`src/rtl/sys_bus_arbiter_pkg.sv`:
```
`default_nettype none
// ============================================================================
// Module      : sys_bus_pkg
// Description : Shared constants and types for the system bus arbiter.
// Revision    : 1.0 - initial release
// ============================================================================
package sys_bus_pkg;

    localparam logic [15:0] IO_BASE_DFLT = 16'hFFF0;

    // MMIO register map, offsets from IO_BASE
    localparam int IO_SCORE = 0;
    localparam int IO_P1    = 1;
    localparam int IO_P2    = 2;
    localparam int IO_P3    = 3;

    typedef enum logic [0:0] {
        RD_SRC_RAM = 1'b0,
        RD_SRC_IO  = 1'b1
    } rd_src_t;

endpackage : sys_bus_pkg
`default_nettype wire

```
`src/rtl/sys_bus_arbiter_if.sv`:
```
`default_nettype none
// ============================================================================
// Module      : sys_bus_arbiter_if
// Description : Master-side request bus, RAM port and MMIO export bundle.
// Revision    : 1.0 - initial release
// ============================================================================
interface sys_bus_arbiter_if #(
    parameter int NUM_M  = 2,
    parameter int DATA_W = 16,
    parameter int ADDR_W = 16,
    parameter int NUM_IO = 4
);
    logic [NUM_M-1:0]        m_req;
    logic [NUM_M-1:0]        m_we;
    logic [NUM_M-1:0]        m_lock;
    logic [NUM_M*ADDR_W-1:0] m_adr;
    logic [NUM_M*DATA_W-1:0] m_wdata;
    logic [NUM_M-1:0]        m_gnt;
    logic [NUM_M-1:0]        m_rvalid;
    logic [DATA_W-1:0]       m_rdata;
    logic                    mem_en;
    logic                    mem_we;
    logic [ADDR_W-1:0]       mem_adr;
    logic [DATA_W-1:0]       mem_wdata;
    logic [DATA_W-1:0]       mem_rdata;
    logic [NUM_IO*DATA_W-1:0] io_regs;

    modport slave (
        input  m_req, m_we, m_lock, m_adr, m_wdata, mem_rdata,
        output m_gnt, m_rvalid, m_rdata, mem_en, mem_we, mem_adr, mem_wdata, io_regs
    );

    modport master (
        output m_req, m_we, m_lock, m_adr, m_wdata, mem_rdata,
        input  m_gnt, m_rvalid, m_rdata, mem_en, mem_we, mem_adr, mem_wdata, io_regs
    );

endinterface : sys_bus_arbiter_if
`default_nettype wire

```
`src/rtl/sys_bus_arbiter_rr.sv`:
```
`default_nettype none
// ============================================================================
// Module      : rr_arbiter
// Description : Combinational round-robin grant with lock override.
// Revision    : 1.0 - initial release
// ============================================================================
module rr_arbiter #(
    parameter int NUM_M = 2,
    parameter int IDX_W = (NUM_M > 1) ? $clog2(NUM_M) : 1
) (
    input  wire logic [NUM_M-1:0] i_req,
    input  wire logic             i_lock_vld,
    input  wire logic [IDX_W-1:0] i_lock_idx,
    input  wire logic [IDX_W-1:0] i_ptr,
    output logic      [NUM_M-1:0] o_gnt,
    output logic      [IDX_W-1:0] o_gnt_idx,
    output logic                  o_gnt_vld
);

    int               w_sum;
    logic [IDX_W-1:0] w_cand;

    always_comb begin
        o_gnt     = '0;
        o_gnt_idx = '0;
        o_gnt_vld = 1'b0;
        w_sum     = 0;
        w_cand    = '0;
        if (i_lock_vld && i_req[i_lock_idx]) begin
            o_gnt_idx = i_lock_idx;
            o_gnt_vld = 1'b1;
        end else begin
            // Scan ptr, ptr+1, ... wrapping at NUM_M; first requester wins
            for (int k = 0; k < NUM_M; k++) begin
                w_sum = int'(i_ptr) + k;
                if (w_sum >= NUM_M) begin
                    w_sum = w_sum - NUM_M;
                end
                w_cand = IDX_W'(w_sum);
                if (!o_gnt_vld && i_req[w_cand]) begin
                    o_gnt_idx = w_cand;
                    o_gnt_vld = 1'b1;
                end
            end
        end
        if (o_gnt_vld) begin
            o_gnt[o_gnt_idx] = 1'b1;
        end
    end

endmodule : rr_arbiter
`default_nettype wire

```
`src/rtl/sys_bus_arbiter.sv`:
```
`default_nettype none
// ============================================================================
// Module      : sys_bus_arbiter
// Description : Round-robin shared-RAM arbiter with MMIO register bank.
// Revision    : 1.0 - initial release
// ============================================================================
module sys_bus_arbiter
    import sys_bus_pkg::*;
#(
    parameter int                NUM_M   = 2,
    parameter int                DATA_W  = 16,
    parameter int                ADDR_W  = 16,
    parameter int                NUM_IO  = 4,
    parameter logic [ADDR_W-1:0] IO_BASE = ADDR_W'(IO_BASE_DFLT)
) (
    input wire logic clk,
    input wire logic rst,
    sys_bus_arbiter_if.slave bus
);

    localparam int IDX_W    = (NUM_M > 1) ? $clog2(NUM_M) : 1;
    localparam int IO_IDX_W = (NUM_IO > 1) ? $clog2(NUM_IO) : 1;

    logic [NUM_M-1:0]    w_gnt;
    logic [IDX_W-1:0]    w_gnt_idx;
    logic                w_gnt_vld;
    logic [IDX_W-1:0]    w_ptr_nxt;
    logic [ADDR_W-1:0]   w_adr;
    logic [DATA_W-1:0]   w_wdata;
    logic                w_we;
    logic [ADDR_W-1:0]   w_off;
    logic                w_io_hit;
    logic [IO_IDX_W-1:0] w_io_idx;
    logic                w_rd;

    logic [IDX_W-1:0]    r_rr_ptr;
    logic                r_lock_vld;
    logic [IDX_W-1:0]    r_lock_idx;
    logic [NUM_M-1:0]    r_rvalid;
    logic                r_rd_pending;
    rd_src_t             r_rd_src;
    logic [DATA_W-1:0]   r_io_rdata;
    logic [DATA_W-1:0]   r_io [NUM_IO];

    rr_arbiter #(
        .NUM_M (NUM_M),
        .IDX_W (IDX_W)
    ) u_rr (
        .i_req      (bus.m_req),
        .i_lock_vld (r_lock_vld),
        .i_lock_idx (r_lock_idx),
        .i_ptr      (r_rr_ptr),
        .o_gnt      (w_gnt),
        .o_gnt_idx  (w_gnt_idx),
        .o_gnt_vld  (w_gnt_vld)
    );

    // One-hot AND-OR mux of the granted master's request fields
    always_comb begin
        w_adr   = '0;
        w_wdata = '0;
        w_we    = 1'b0;
        for (int i = 0; i < NUM_M; i++) begin
            if (w_gnt[i]) begin
                w_adr   = bus.m_adr[i*ADDR_W +: ADDR_W];
                w_wdata = bus.m_wdata[i*DATA_W +: DATA_W];
                w_we    = bus.m_we[i];
            end
        end
    end

    assign w_off     = w_adr - IO_BASE;
    assign w_io_hit  = w_gnt_vld && (w_adr >= IO_BASE) && (w_off < ADDR_W'(NUM_IO));
    assign w_io_idx  = w_off[IO_IDX_W-1:0];
    assign w_rd      = w_gnt_vld && !w_we;
    assign w_ptr_nxt = (w_gnt_idx == IDX_W'(NUM_M - 1)) ? '0 : w_gnt_idx + 1'b1;

    assign bus.m_gnt     = w_gnt;
    assign bus.mem_en    = w_gnt_vld && !w_io_hit;
    assign bus.mem_we    = w_gnt_vld && !w_io_hit && w_we;
    assign bus.mem_adr   = w_adr;
    assign bus.mem_wdata = w_wdata;
    assign bus.m_rvalid  = r_rvalid;

    // RAM data arrives one cycle after the strobe, so it bypasses the register
    assign bus.m_rdata = (r_rd_pending && (r_rd_src == RD_SRC_RAM)) ? bus.mem_rdata : r_io_rdata;

    for (genvar k = 0; k < NUM_IO; k++) begin : g_io_pack
        assign bus.io_regs[k*DATA_W +: DATA_W] = r_io[k];
    end

    always_ff @(posedge clk or posedge rst) begin
        if (rst) begin
            r_rr_ptr     <= '0;
            r_lock_vld   <= 1'b0;
            r_lock_idx   <= '0;
            r_rvalid     <= '0;
            r_rd_pending <= 1'b0;
            r_rd_src     <= RD_SRC_RAM;
            r_io_rdata   <= '0;
            for (int k = 0; k < NUM_IO; k++) begin
                r_io[k] <= '0;
            end
        end else begin
            if (w_gnt_vld) begin
                r_rr_ptr   <= w_ptr_nxt;
                r_lock_vld <= |(w_gnt & bus.m_lock);
                r_lock_idx <= w_gnt_idx;
            end else begin
                r_lock_vld <= 1'b0;
            end

            r_rvalid     <= w_rd ? w_gnt : '0;
            r_rd_pending <= w_rd;
            if (w_rd) begin
                r_rd_src <= w_io_hit ? RD_SRC_IO : RD_SRC_RAM;
            end

            if (w_io_hit && !w_we) begin
                r_io_rdata <= r_io[w_io_idx];
            end
            if (w_io_hit && w_we) begin
                r_io[w_io_idx] <= w_wdata;
            end
        end
    end

endmodule : sys_bus_arbiter
`default_nettype wire
```
`src/flat_wrapper.sv`:
```
// flat-port wrapper written by rule: the top's interface ports become plain ports
module sys_bus_arbiter_flat import sys_bus_pkg::*;
#(
    parameter int                NUM_M   = 2,
    parameter int                DATA_W  = 16,
    parameter int                ADDR_W  = 16,
    parameter int                NUM_IO  = 4,
    parameter logic [ADDR_W-1:0] IO_BASE = ADDR_W'(IO_BASE_DFLT)
)
  (clk, rst, bus_m_req, bus_m_we, bus_m_lock, bus_m_adr, bus_m_wdata, bus_mem_rdata, bus_m_gnt, bus_m_rvalid, bus_m_rdata, bus_mem_en, bus_mem_we, bus_mem_adr, bus_mem_wdata, bus_io_regs);
  sys_bus_arbiter_if #(.NUM_M(NUM_M), .DATA_W(DATA_W), .ADDR_W(ADDR_W), .NUM_IO(NUM_IO)) bus_i ();
  input wire logic clk;
  input wire logic rst;
  input wire logic [$bits(bus_i.m_req)-1:0] bus_m_req;
  input wire logic [$bits(bus_i.m_we)-1:0] bus_m_we;
  input wire logic [$bits(bus_i.m_lock)-1:0] bus_m_lock;
  input wire logic [$bits(bus_i.m_adr)-1:0] bus_m_adr;
  input wire logic [$bits(bus_i.m_wdata)-1:0] bus_m_wdata;
  input wire logic [$bits(bus_i.mem_rdata)-1:0] bus_mem_rdata;
  output wire logic [$bits(bus_i.m_gnt)-1:0] bus_m_gnt;
  output wire logic [$bits(bus_i.m_rvalid)-1:0] bus_m_rvalid;
  output wire logic [$bits(bus_i.m_rdata)-1:0] bus_m_rdata;
  output wire logic [$bits(bus_i.mem_en)-1:0] bus_mem_en;
  output wire logic [$bits(bus_i.mem_we)-1:0] bus_mem_we;
  output wire logic [$bits(bus_i.mem_adr)-1:0] bus_mem_adr;
  output wire logic [$bits(bus_i.mem_wdata)-1:0] bus_mem_wdata;
  output wire logic [$bits(bus_i.io_regs)-1:0] bus_io_regs;
  assign bus_i.m_req = bus_m_req;
  assign bus_i.m_we = bus_m_we;
  assign bus_i.m_lock = bus_m_lock;
  assign bus_i.m_adr = bus_m_adr;
  assign bus_i.m_wdata = bus_m_wdata;
  assign bus_i.mem_rdata = bus_mem_rdata;
  assign bus_m_gnt = bus_i.m_gnt;
  assign bus_m_rvalid = bus_i.m_rvalid;
  assign bus_m_rdata = bus_i.m_rdata;
  assign bus_mem_en = bus_i.mem_en;
  assign bus_mem_we = bus_i.mem_we;
  assign bus_mem_adr = bus_i.mem_adr;
  assign bus_mem_wdata = bus_i.mem_wdata;
  assign bus_io_regs = bus_i.io_regs;
  sys_bus_arbiter #(.NUM_M(NUM_M), .DATA_W(DATA_W), .ADDR_W(ADDR_W), .NUM_IO(NUM_IO), .IO_BASE(IO_BASE)) u_core (.clk(clk), .rst(rst), .bus(bus_i));
endmodule
```
`config.mk`:
```
export PLATFORM = sky130hd
export DESIGN_NAME = sys_bus_arbiter_flat
export DESIGN_NICKNAME = d
export VERILOG_FILES = /design/src/rtl/sys_bus_arbiter_pkg.sv /design/src/rtl/sys_bus_arbiter_if.sv /design/src/rtl/sys_bus_arbiter_rr.sv /design/src/rtl/sys_bus_arbiter.sv /design/src/flat_wrapper.sv
export SDC_FILE = /design/constraint.sdc
export NUM_CORES = 1
export LEC_CHECK = 0
export CAP_MARGIN = 10
export CELL_PAD_IN_SITES_DETAIL_PLACEMENT = 1
export CELL_PAD_IN_SITES_GLOBAL_PLACEMENT = 1
export CORE_ASPECT_RATIO = 0.6
export CORE_MARGIN = 2
export CORE_UTILIZATION = 40
export DETAILED_ROUTE_END_ITERATION = 10
export DONT_BUFFER_PORTS = 1
export GPL_TIMING_DRIVEN = 1
export PLACE_DENSITY = 0.8
export SLEW_MARGIN = 20
export SYNTH_ARGS = -nofsm -noshare
export SYNTH_HDL_FRONTEND = slang
export SYNTH_HIERARCHICAL = 1
export SYNTH_SLANG_ARGS = --single-unit
```
`constraint.sdc`:
```
create_clock -name clk -period 6.1 [get_ports clk]
set_input_delay 0.305 -clock clk [delete_from_list [all_inputs] [get_ports clk]]
set_output_delay 0.305 -clock clk [all_outputs]
set_load 0.02 [all_outputs]
```
==> run metrics, run 1 <==
IR drop worst, VDD approximately 0.00022 V; Hold Slack around 0.062 ns; First DRT Iteration DRCs approximately 280; WL met2 ~6.4 mm; Root Buffer clkbuf_16; clk buf depth 2; setup TNS 0 ns; Post-CTS Setup Inserts 0; remaining global-route overflow 0; first-pass GRT wire length about 21 mm; Area growth syn-to-layout 8.13%; crit end category register; area leader, netlist dfrtp_1; startpoint class of the critical path register; Place WS 1.29 ns; CTS tree yes; # port buffers 0; WS Path Type reg2reg; Final Hold Viols 0; Die ar. roughly 13,000 sq um; Worst Path Buf+Inv 3; Syn Inst Count 386; DRC 0; Layout Skew between 0.003 and 0.004 ns; CTS clock-pin slew for the worst setup and hold paths ~0.060 ns; total track usage roughly 22%; highest clock rate about 200 MHz; syn_nets roughly 470; most used cell, CP buf_4; Post-CTS Hold Buffers 0; via count between 3,000 and 4,000; Synth Warn # 6; crit-path cells mux2i_1 > a21oi_4 > buf_4 > nand2_1 > and2_1 > inv_2 > nor4_4 > buf_4 > mux2_2; top post-synthesis cells by area dfrtp_1 46%, mux2_2 13%, mux2_4 13%; register area share after synthesis between 40% and 50%; row cnt 30; H-tree depth 3; Fill cells approximately 1,200; max-slew violations 0; Setup WS post-layout between 1 and 1.5 ns; Crit path required time between 6 and 7 ns; RSZ-0062 raised after global routing false; clock sink count 87; share of cells above drive strength 1 between 30% and 40%; relative slew slack between 30% and 40%; crit path time final 4.89 ns; ant diodes 0; initial core utilization 41.5%; Final setup viols 0; die width 145 microns; Least-Margin Pin Slew roughly 1.0 ns; crit path DAT slightly above 5 ns; max-cap violations 0; Leak 0.00238 uW; Worst Hold Class in2async; Netlist cell types 36; # IOs between 200 and 250; Critical Path Slowest Stage Cell and2_1; antenna violations before repair 0; Via density about 6; antenna-violating nets left 0; Crit path max-delay family simple AND/OR/NAND/NOR gates; Post-Syn Area per Cell 12.3 sq um; overall routed net length between 10 and 15 mm; total CTS buffers 9; post-synthesis register bit count 87; Core Area 11,400 sq um; fin util between 40 and 50%; Metal-1 WL around 6.5 mm; TritonRoute pass-1 iters 4; Critical Path Max Stage Delay between 0.8 and 0.9 ns; crit share post-route about four fifths; DR top layer met4; die height 88.5 microns; reg2reg setup slack between 1 and 1.5 ns; vias in the first global route 3,364; Clock Latency Late Sink around 0.34 ns; post-CTS sizing 0; CP Max Fanout 47; largest net degree at the start of global routing 88; Synth top area share a little under half; Layout Nets roughly 460; met3 WL about 1.1 mm; routed len/inst 26.3 microns; Post-Syn Area 4750 sq um; outcome complete, no violations; Placer Congestion roughly 0.8; DP Wirelength between 10 and 15 mm; power per cell area 259 nW/um^2
==> cells by family after synthesis <==
kind of cell / after synthesis / share of synthesized area, %
simple gates: 93 / 11.8
flops: 87 / 45.8
buf+inv: 34 / 3.95
compound gates: 73 / 11.9
mux: 99 / 26.6
==> worst reg2reg max path: cells and delay by family, from the launching register on <==
kind | cells | cell delay [ns]
and+or+nand+nor | 3 | 2.12
buffers and inverters | 3 | 1.26
muxes | 2 | 0.80
DFF | 1 | 0.35
AOI/OAI and AO/OA | 1 | 0.25
==> power breakdown <==
group          switching [uW]  total (uW)  internal [uW]
clock                     223         537            314
sequential               3.70         585            581
combinational             158         209           51.2
==> final cells by class <==
class,count,area (sq um),share of cell area [%]
repair buffers,7,56.3,1.10
flip-flops and latches,87,2180,42.3
multi-input cells,265,2400,46.8
well taps,160,200,3.89
inverters,6,23.8,0.462
clock inverters,4,47.5,0.925
clock buffers,11,233,4.53
==> synthesized netlist by cell type <==
cell      number
dfrtp_1       87
mux2_2        57
nand2_1       47
mux2_4        40
a22o_1        24
and3_1        19
a211oi_1      16
a31oi_1       16
clkbuf_1      14
nand4b_1       6
o21ai_0        6
buf_1          5
nand3_1        5
a22oi_1        4
buf_8          4
inv_1          4
nor4_4         4
and2_1         3
buf_2          3
a21oi_1        2
inv_2          2
mux2i_1        2
nand3b_1       2
nor2b_1        2
a22oi_2        1
a22oi_4        1
and2b_1        1
buf_4          1
buf_6          1
nand4_4        1
nor2_2         1
o21a_1         1
o22ai_1        1
o22ai_4        1
or2_2          1
or4b_4         1
==> stage by stage <==
step,cells,instance area (sq um),power [uW]
finish,540,5140,1330
floorplan,386,4750,766
detailed placement,525,4860,805
global route,540,5140,1380
global placement,525,4860,799
CTS,540,5140,1340
==> sequential cells by signal, summed over array words and instances (netlist names) <==
signal,cells
u_core/r_rr_ptr,1
u_core/bus.io_regs,64
u_core/r_lock_vld,1
u_core/r_io_rdata,16
u_core/r_rd_pending,1
u_core/r_lock_idx,1
u_core/r_rd_src,1
u_core/bus.m_rvalid,2
==> cells in the final DEF (no fill, tap or decap) <==
cell type / count
a211oi_1: 16
a21oi_1: 1
a21oi_4: 1
a22o_1: 24
a22oi_1: 4
a22oi_2: 1
a22oi_4: 1
a31oi_1: 16
and2_1: 3
and2b_1: 1
and3_1: 19
buf_4: 6
buf_6: 1
bufinv_16: 1
clkbuf_1: 2
clkbuf_16: 9
clkinv_2: 3
clkinvlp_4: 1
dfrtp_1: 87
inv_1: 3
inv_2: 2
mux2_2: 57
mux2_4: 40
mux2i_1: 2
nand2_1: 47
nand3_1: 5
nand3b_1: 2
nand4_4: 1
nand4b_1: 6
nor2_2: 1
nor2b_1: 1
nor2b_2: 1
nor4_4: 4
o21a_1: 1
o21ai_0: 6
o22ai_1: 1
o22ai_4: 1
or2_2: 1
or4b_4: 1
==> per-layer routing <==
layer,track usage [%],vias to the layer above
li1,-,1423
met3,7.58,21
met5,0,-
met1,30.7,1670
met2,34.1,118
met4,6.27,0
==> path summary, 6_finish.rpt <==
check,endpoint,start,cells after the start
min,u_core/r_lock_vld$_DFF_PP0_,rst,2
max reg2reg,u_core/bus.io_regs[16]$_DFFE_PP0P_,u_core/r_lock_vld$_DFF_PP0_,9
min in group clk,u_core/r_lock_vld$_DFF_PP0_,bus_m_lock[1],2
max,u_core/bus.io_regs[16]$_DFFE_PP0P_,u_core/r_lock_vld$_DFF_PP0_,9
min reg2reg,u_core/r_io_rdata[0]$_DFFE_PP0P_,u_core/r_io_rdata[0]$_DFFE_PP0P_,1
max in group asynchronous,u_core/r_io_rdata[2]$_DFFE_PP0P_,rst,2
No activity file was read; power rests on OpenSTA's default activity.
==> run 2: changes to the inputs <==
--- a/config.mk
+++ b/config.mk
@@ -5,6 +5,7 @@
 export SDC_FILE = /design/constraint.sdc
 export NUM_CORES = 1
 export LEC_CHECK = 0
+export ABC_AREA = 1
 export CAP_MARGIN = 10
 export CELL_PAD_IN_SITES_DETAIL_PLACEMENT = 1
 export CELL_PAD_IN_SITES_GLOBAL_PLACEMENT = 1
@@ -14,7 +15,7 @@
 export DETAILED_ROUTE_END_ITERATION = 10
 export DONT_BUFFER_PORTS = 1
 export GPL_TIMING_DRIVEN = 1
-export PLACE_DENSITY = 0.8
+export PLACE_DENSITY = 0.84
 export SLEW_MARGIN = 20
 export SYNTH_ARGS = -nofsm -noshare
 export SYNTH_HDL_FRONTEND = slang
==> constraint.sdc (replaced) <==
create_clock -name clk -period 4.8 [get_ports clk]
set_input_delay 0.24 -clock clk [delete_from_list [all_inputs] [get_ports clk]]
set_output_delay 0.24 -clock clk [all_outputs]
set_load 0.02 [all_outputs]
==> run metrics, run 2 <==
CP Max Fanout 37; worst reg-to-reg path cell count 12; # port buffers 0; ant diodes 0; post-placement cell area 5100 sq um; crit-path cells nand2_1 > nand3_1 > nand2_1 > nand2_2 > buf_4 > nand2_1 > nand2_1 > inv_1 > nand2_1 > nor2_1 > nand2_2 > nor2_8 > buf_4 > nor2_1; EDFF count, synth 0; top cells by instance count after synthesis 305 x nand2_1, 87 x dfrtp_1, 80 x nand4_1; Post-Syn Area approximately 5200 sq um; total track usage around a quarter; RSZ-0062 raised after global routing false; Layout Skew ~0.005 ns; Crit path required time between 4 and 5 ns; post-synthesis register bit count slightly below 90; first-pass GRT wire length about 27 mm; terminus of the critical flop-to-flop path u_core/bus.io_regs[11]$_DFFE_PP0P_; most used cell, CP nand2_1; WS Path Type reg2out; via count 4,592; H-tree depth 3; reg2reg setup slack approximately 1.1 ns; Placer Congestion ~0.83; Setup WS post-layout 0.790 ns; Final setup viols 0; crit path DAT around 3.8 ns; setup TNS 0 ns; # IOs between 200 and 250; Critical Path Stages 14; largest net degree at the start of global routing 68; area leader, netlist dfrtp_1; vias in the first global route 4,845; Critical path destination bus_mem_en; Post-CTS Setup Inserts 0; routed len/inst roughly 22 microns; asr flop ratio synth 100%; total power draw slightly below 2000 uW; CTS tree yes; total CTS buffers 9; clock sink count 87; CP startpoint u_core/r_lock_idx$_DFFE_PP0P_; max-slew violations 0; DRC 0; die width between 150 and 200 microns; Critical Path Max Stage Delay 0.57 ns; CTS clock-pin slew for the worst setup and hold paths approximately 0.060 ns; Layout Nets between 700 and 800; Register Area about 2200 sq um; die height around 90 microns; Worst Path Buf+Inv 3; initial core utilization between 40% and 50%; Synth top area share 42.1%; remaining global-route overflow 0; IR drop worst, VDD 0.000141 V; crit path time final approximately 4.0 ns; ys flop type dfrtp_1; post-route cell area around 5400 sq um; DP Wirelength between 10 and 15 mm; Final Hold Viols 0; Critical Path Slowest Stage Cell nand2_2; commonest non-fill, non-tap cell in the layout nand2_1; most frequent cell after synthesis nand2_1; Via density between 5 and 6; outcome complete, no violations; power per cell area ~360 nW/um^2; Netlist cell types 31; crit share post-route between 80% and 90%; Least-Margin Pin Slew between 0.9 and 1 ns; Fill cells between 1,500 and 2,000; max-cap violations 0; share of cells above drive strength 1 14.1%; Root Buffer clkbuf_16; most frequent cells in the layout 304 x nand2_1, 87 x dfrtp_1, 80 x nand4_1; Synth Warn # 6; relative slew slack about a third; Area growth syn-to-layout 5.01%; FF-to-FF Start u_core/r_lock_idx$_DFFE_PP0P_; Crit path max-delay family simple AND/OR/NAND/NOR gates; Leak a little under 0.003 uW; Worst Hold Class in2reg; TritonRoute pass-1 iters 5; register area share after synthesis approximately 42%; max FFs per register 64; Syn Inst Count between 600 and 700; overall routed net length 17.4 mm; Multi-input gate area around 2500 sq um; Post-Syn Area per Cell just over 8 sq um; Core Area approximately 13,000 sq um; Place WS 1.10 ns; clk buf depth 2; row cnt 32; antenna-violating nets left 0; syn_nets 730; antenna violations before repair 0; First DRT Iteration DRCs about 260; top post-synthesis cells by area dfrtp_1 42%, nand2_1 22%, nand4_1 9.7%; Clock Latency Late Sink 0.35 ns; startpoint class of the critical path register; highest clock rate ~250 MHz; crit end category output pin; Die ar. around 14,000 sq um
-- run 2: worst reg2reg max path: cells and delay by family (launching register included) --
family	cells	cell delay, ns
buffers and inverters	1	0.07
flip-flops	1	0.42
AND/OR/NAND/NOR	11	3.10
-- run 2: worst min-delay path by stage --
stage	from	end	slack, ns	cells after the start
global route	bus_m_lock[0]	u_core/r_lock_vld$_DFF_PP0_	0.03	2
detailed placement	rst	u_core/bus.io_regs[26]$_DFFE_PP0P_	0.11	1
global placement	rst	u_core/r_io_rdata[12]$_DFFE_PP0P_	0.1	1
CTS	bus_m_lock[0]	u_core/r_lock_vld$_DFF_PP0_	0.02	2
floorplan	bus_m_lock[0]	u_core/r_lock_vld$_DFF_PP0_	0.38	2
finish	bus_m_lock[0]	u_core/r_lock_vld$_DFF_PP0_	0.03	2
-- run 2: cell families (layout without fill, tap and decap cells) --
| group | Yosys count | in the layout | share of synthesized area [%] |
|---|---|---|---|
| buffers and inverters | 72 | 53 | 8.69 |
| and+or+nand+nor | 444 | 444 | 41.9 |
| DFF | 87 | 87 | 42.1 |
| AOI/OAI and AO/OA | 23 | 23 | 3.83 |
| muxes | 16 | 16 | 3.49 |
-- run 2: metrics by stage --
step / std cells / util, % / hold WS (ns)
after global routing: 793 / 42.6 / 0.0325
after floorplan: 642 / - / 0.378
after detailed placement: 777 / 40.1 / 0.108
after CTS: 793 / 42.6 / 0.0196
final: 793 / 42.6 / 0.0290
after global placement: 777 / 40.1 / 0.0969
-- run 2: what timing repair did --
action / CTS / global route
resized for setup: 0 / 0
hold buffers: 1 / 0
endpoints found under the setup margin: 0 / 0
hold endpoints to repair: 20 / 0
-- run 2: metal layers --
metal	GRT usage, %	vias to the layer above	wire length [microns]	part of all wire [%]
met2	42.1	199	8060	46
met4	7.55	0	359	2.1
met3	8.31	25	1820	10
met1	32.4	2297	7200	41
li1	-	2071	-	-
met5	0	-	0	0
-- run 2: final cells by class --
class,count,share of cell area [%]
tap,170,3.92
clock buffer,10,4.22
sequential,87,40.1
clock inverter,5,1.52
inverter,30,2.19
multi-input combinational,483,46.9
timing repair buffer,8,1.15
-- run 2: power breakdown --
part,internal [uW],switching [uW]
clock network,455,298
logic,90.0,380
registers,740,8.36
==> run 3: changes to the inputs <==
==> constraint.sdc (replaced) <==
create_clock -name clk -period 4 [get_ports clk]
set_input_delay 0.2 -clock clk [delete_from_list [all_inputs] [get_ports clk]]
set_output_delay 0.2 -clock clk [all_outputs]
set_load 0.02 [all_outputs]
==> run metrics, run 3 (same netlist as run 2, synthesis figures left out) <==
outcome complete, no violations; DP Wirelength roughly 12 mm; via count approximately 4,600; crit end category output pin; Post-CTS Setup Inserts 0; # port buffers 0; Area growth syn-to-layout 5.98%; most frequent cells in the layout 304 x nand2_1, 87 x dfrtp_1, 80 x nand4_1; First DRT Iteration DRCs around 220; TritonRoute pass-1 iters 5; Setup WS post-layout roughly 0.39 ns; highest clock rate approximately 280 MHz; Final setup viols 0; antenna-violating nets left 0; Crit path required time about 3.8 ns; Least-Margin Pin Slew around 0.86 ns; CP Max Fanout 35; Register Area roughly 2200 sq um; max-slew violations 0; first-pass GRT wire length around 27 mm; # IOs 206; crit share post-route roughly nine tenths; row cnt 32; Worst Hold Class in2reg; Final Hold Viols 0; Layout Skew approximately 0.01 ns; Fill cells around 1,600; power per cell area 426 nW/um^2; RSZ-0062 raised after global routing false; Place WS ~0.66 ns; post-CTS sizing 0; total CTS buffers 9; Root Buffer clkbuf_16; routed len/inst 21.9 microns; overall routed net length around 18 mm; largest net degree at the start of global routing between 40 and 50; CTS tree yes; remaining global-route overflow 0; H-tree depth 3; Placer Congestion between 0.8 and 0.9; clock sink count slightly below 90; relative slew slack roughly 42%; Layout Nets slightly above 700; Core Area 12,700 sq um; Hold Slack between 0.2 and 0.25 ns; Clock Latency Late Sink 0.33 ns; setup TNS 0 ns; DRC 0; vias in the first global route ~4,800; Multi-input gate area approximately 2500 sq um; IR drop worst, VDD ~0.00019 V; Post-CTS Hold Buffers 3; Die ar. about 14,000 sq um; Leak approximately 0.0030 uW; share of cells above drive strength 1 between 10% and 20%; startpoint class of the critical path register; max FFs per register 64; max-cap violations 0; total track usage 25.8%; ant diodes 0; CTS clock-pin slew for the worst setup and hold paths around 0.07 ns; crit path DAT around 3.4 ns; clk buf depth 2; WS Path Type reg2out; die height 92.0 microns; commonest non-fill, non-tap cell in the layout nand2_1; die width about 150 microns; initial core utilization 40.6%; Via density about 5.7; crit path time final about 3.6 ns; antenna violations before repair 0
## run 3: cell types whose count changed in the layout (fill, tap and decap cells not counted)
cell | before | now
dlygate4sd3_1 | 1 | 3
clkinvlp_4 | 0 | 2
buf_4 | 7 | 12
clkbuf_1 | 1 | 0
inv_8 | 0 | 1
bufinv_16 | 2 | 1
## run 3: path summary, 6_finish.rpt
path / startpoint / to / slack [ns] / cells past startpoint
setup / recovery: u_core/r_lock_idx$_DFFE_PP0P_ / bus_mem_en / 0.39 / 15
max in group asynchronous: rst / u_core/bus.io_regs[61]$_DFFE_PP0P_ / 2.50 / 3
hold reg to reg: u_core/r_io_rdata[12]$_DFFE_PP0P_ / u_core/r_io_rdata[12]$_DFFE_PP0P_ / 0.49 / 2
hold / removal: bus_m_req[1] / u_core/r_lock_idx$_DFFE_PP0P_ / 0.24 / 4
min in group asynchronous: rst / u_core/r_io_rdata[10]$_DFFE_PP0P_ / 0.43 / 2
setup reg to reg: u_core/r_lock_idx$_DFFE_PP0P_ / u_core/r_io_rdata[6]$_DFFE_PP0P_ / 0.62 / 15
## run 3: layer usage
metal | vias to the layer above | global-route usage [%] | wire, microns
li1 | 2089 | - | -
met1 | 2276 | 34.2 | 7380
met2 | 217 | 41.3 | 8140
met3 | 14 | 8.31 | 1810
met4 | 0 | 5.92 | 174
met5 | - | 0 | 0
## run 3: area by class of cell
type | count | area share (%)
tap | 170 | 3.88
multi-input combinational | 483 | 46.4
timing repair buffer | 15 | 2.19
inverter | 30 | 2.17
sequential | 87 | 39.8
clock buffer | 9 | 4.11
clock inverter | 7 | 1.44
## run 3: critical path, stage by stage (launching register included)
cell and delay (ns):
dfrtp_1 0.40, inv_1 0.06, nand2_1 0.07, nand3_1 0.07, nand2_1 0.11, nand2_2 0.09
nor2_2 0.29, buf_4 0.32, nand2_1 0.12, o21ai_1 0.42, nand2_1 0.17, nor2_4 0.13
nand2_4 0.09, nor2_8 0.15, buf_4 0.37, nor2_1 0.20
## run 3: through the flow
| stage | cells | area [sq um] | util, % | power, uW |
|---|---|---|---|---|
| 2_1_floorplan | 642 | 5170 | - | 1380 |
| 3_3_place_gp | 782 | 5140 | 40.4 | 1470 |
| 3_5_place_dp | 782 | 5140 | 40.4 | 1490 |
| 4_1_cts | 801 | 5480 | 43.0 | 2350 |
| 5_1_grt | 801 | 5480 | 43.0 | 2430 |
| 6_report | 801 | 5480 | 43.0 | 2330 |
## run 3: power breakdown
part	leakage (uW)	internal (uW)	total, uW	switching (uW)
registers	0.00121	888	898	10.3
clock network	0.000144	491	857	367
logic	0.00161	117	576	459
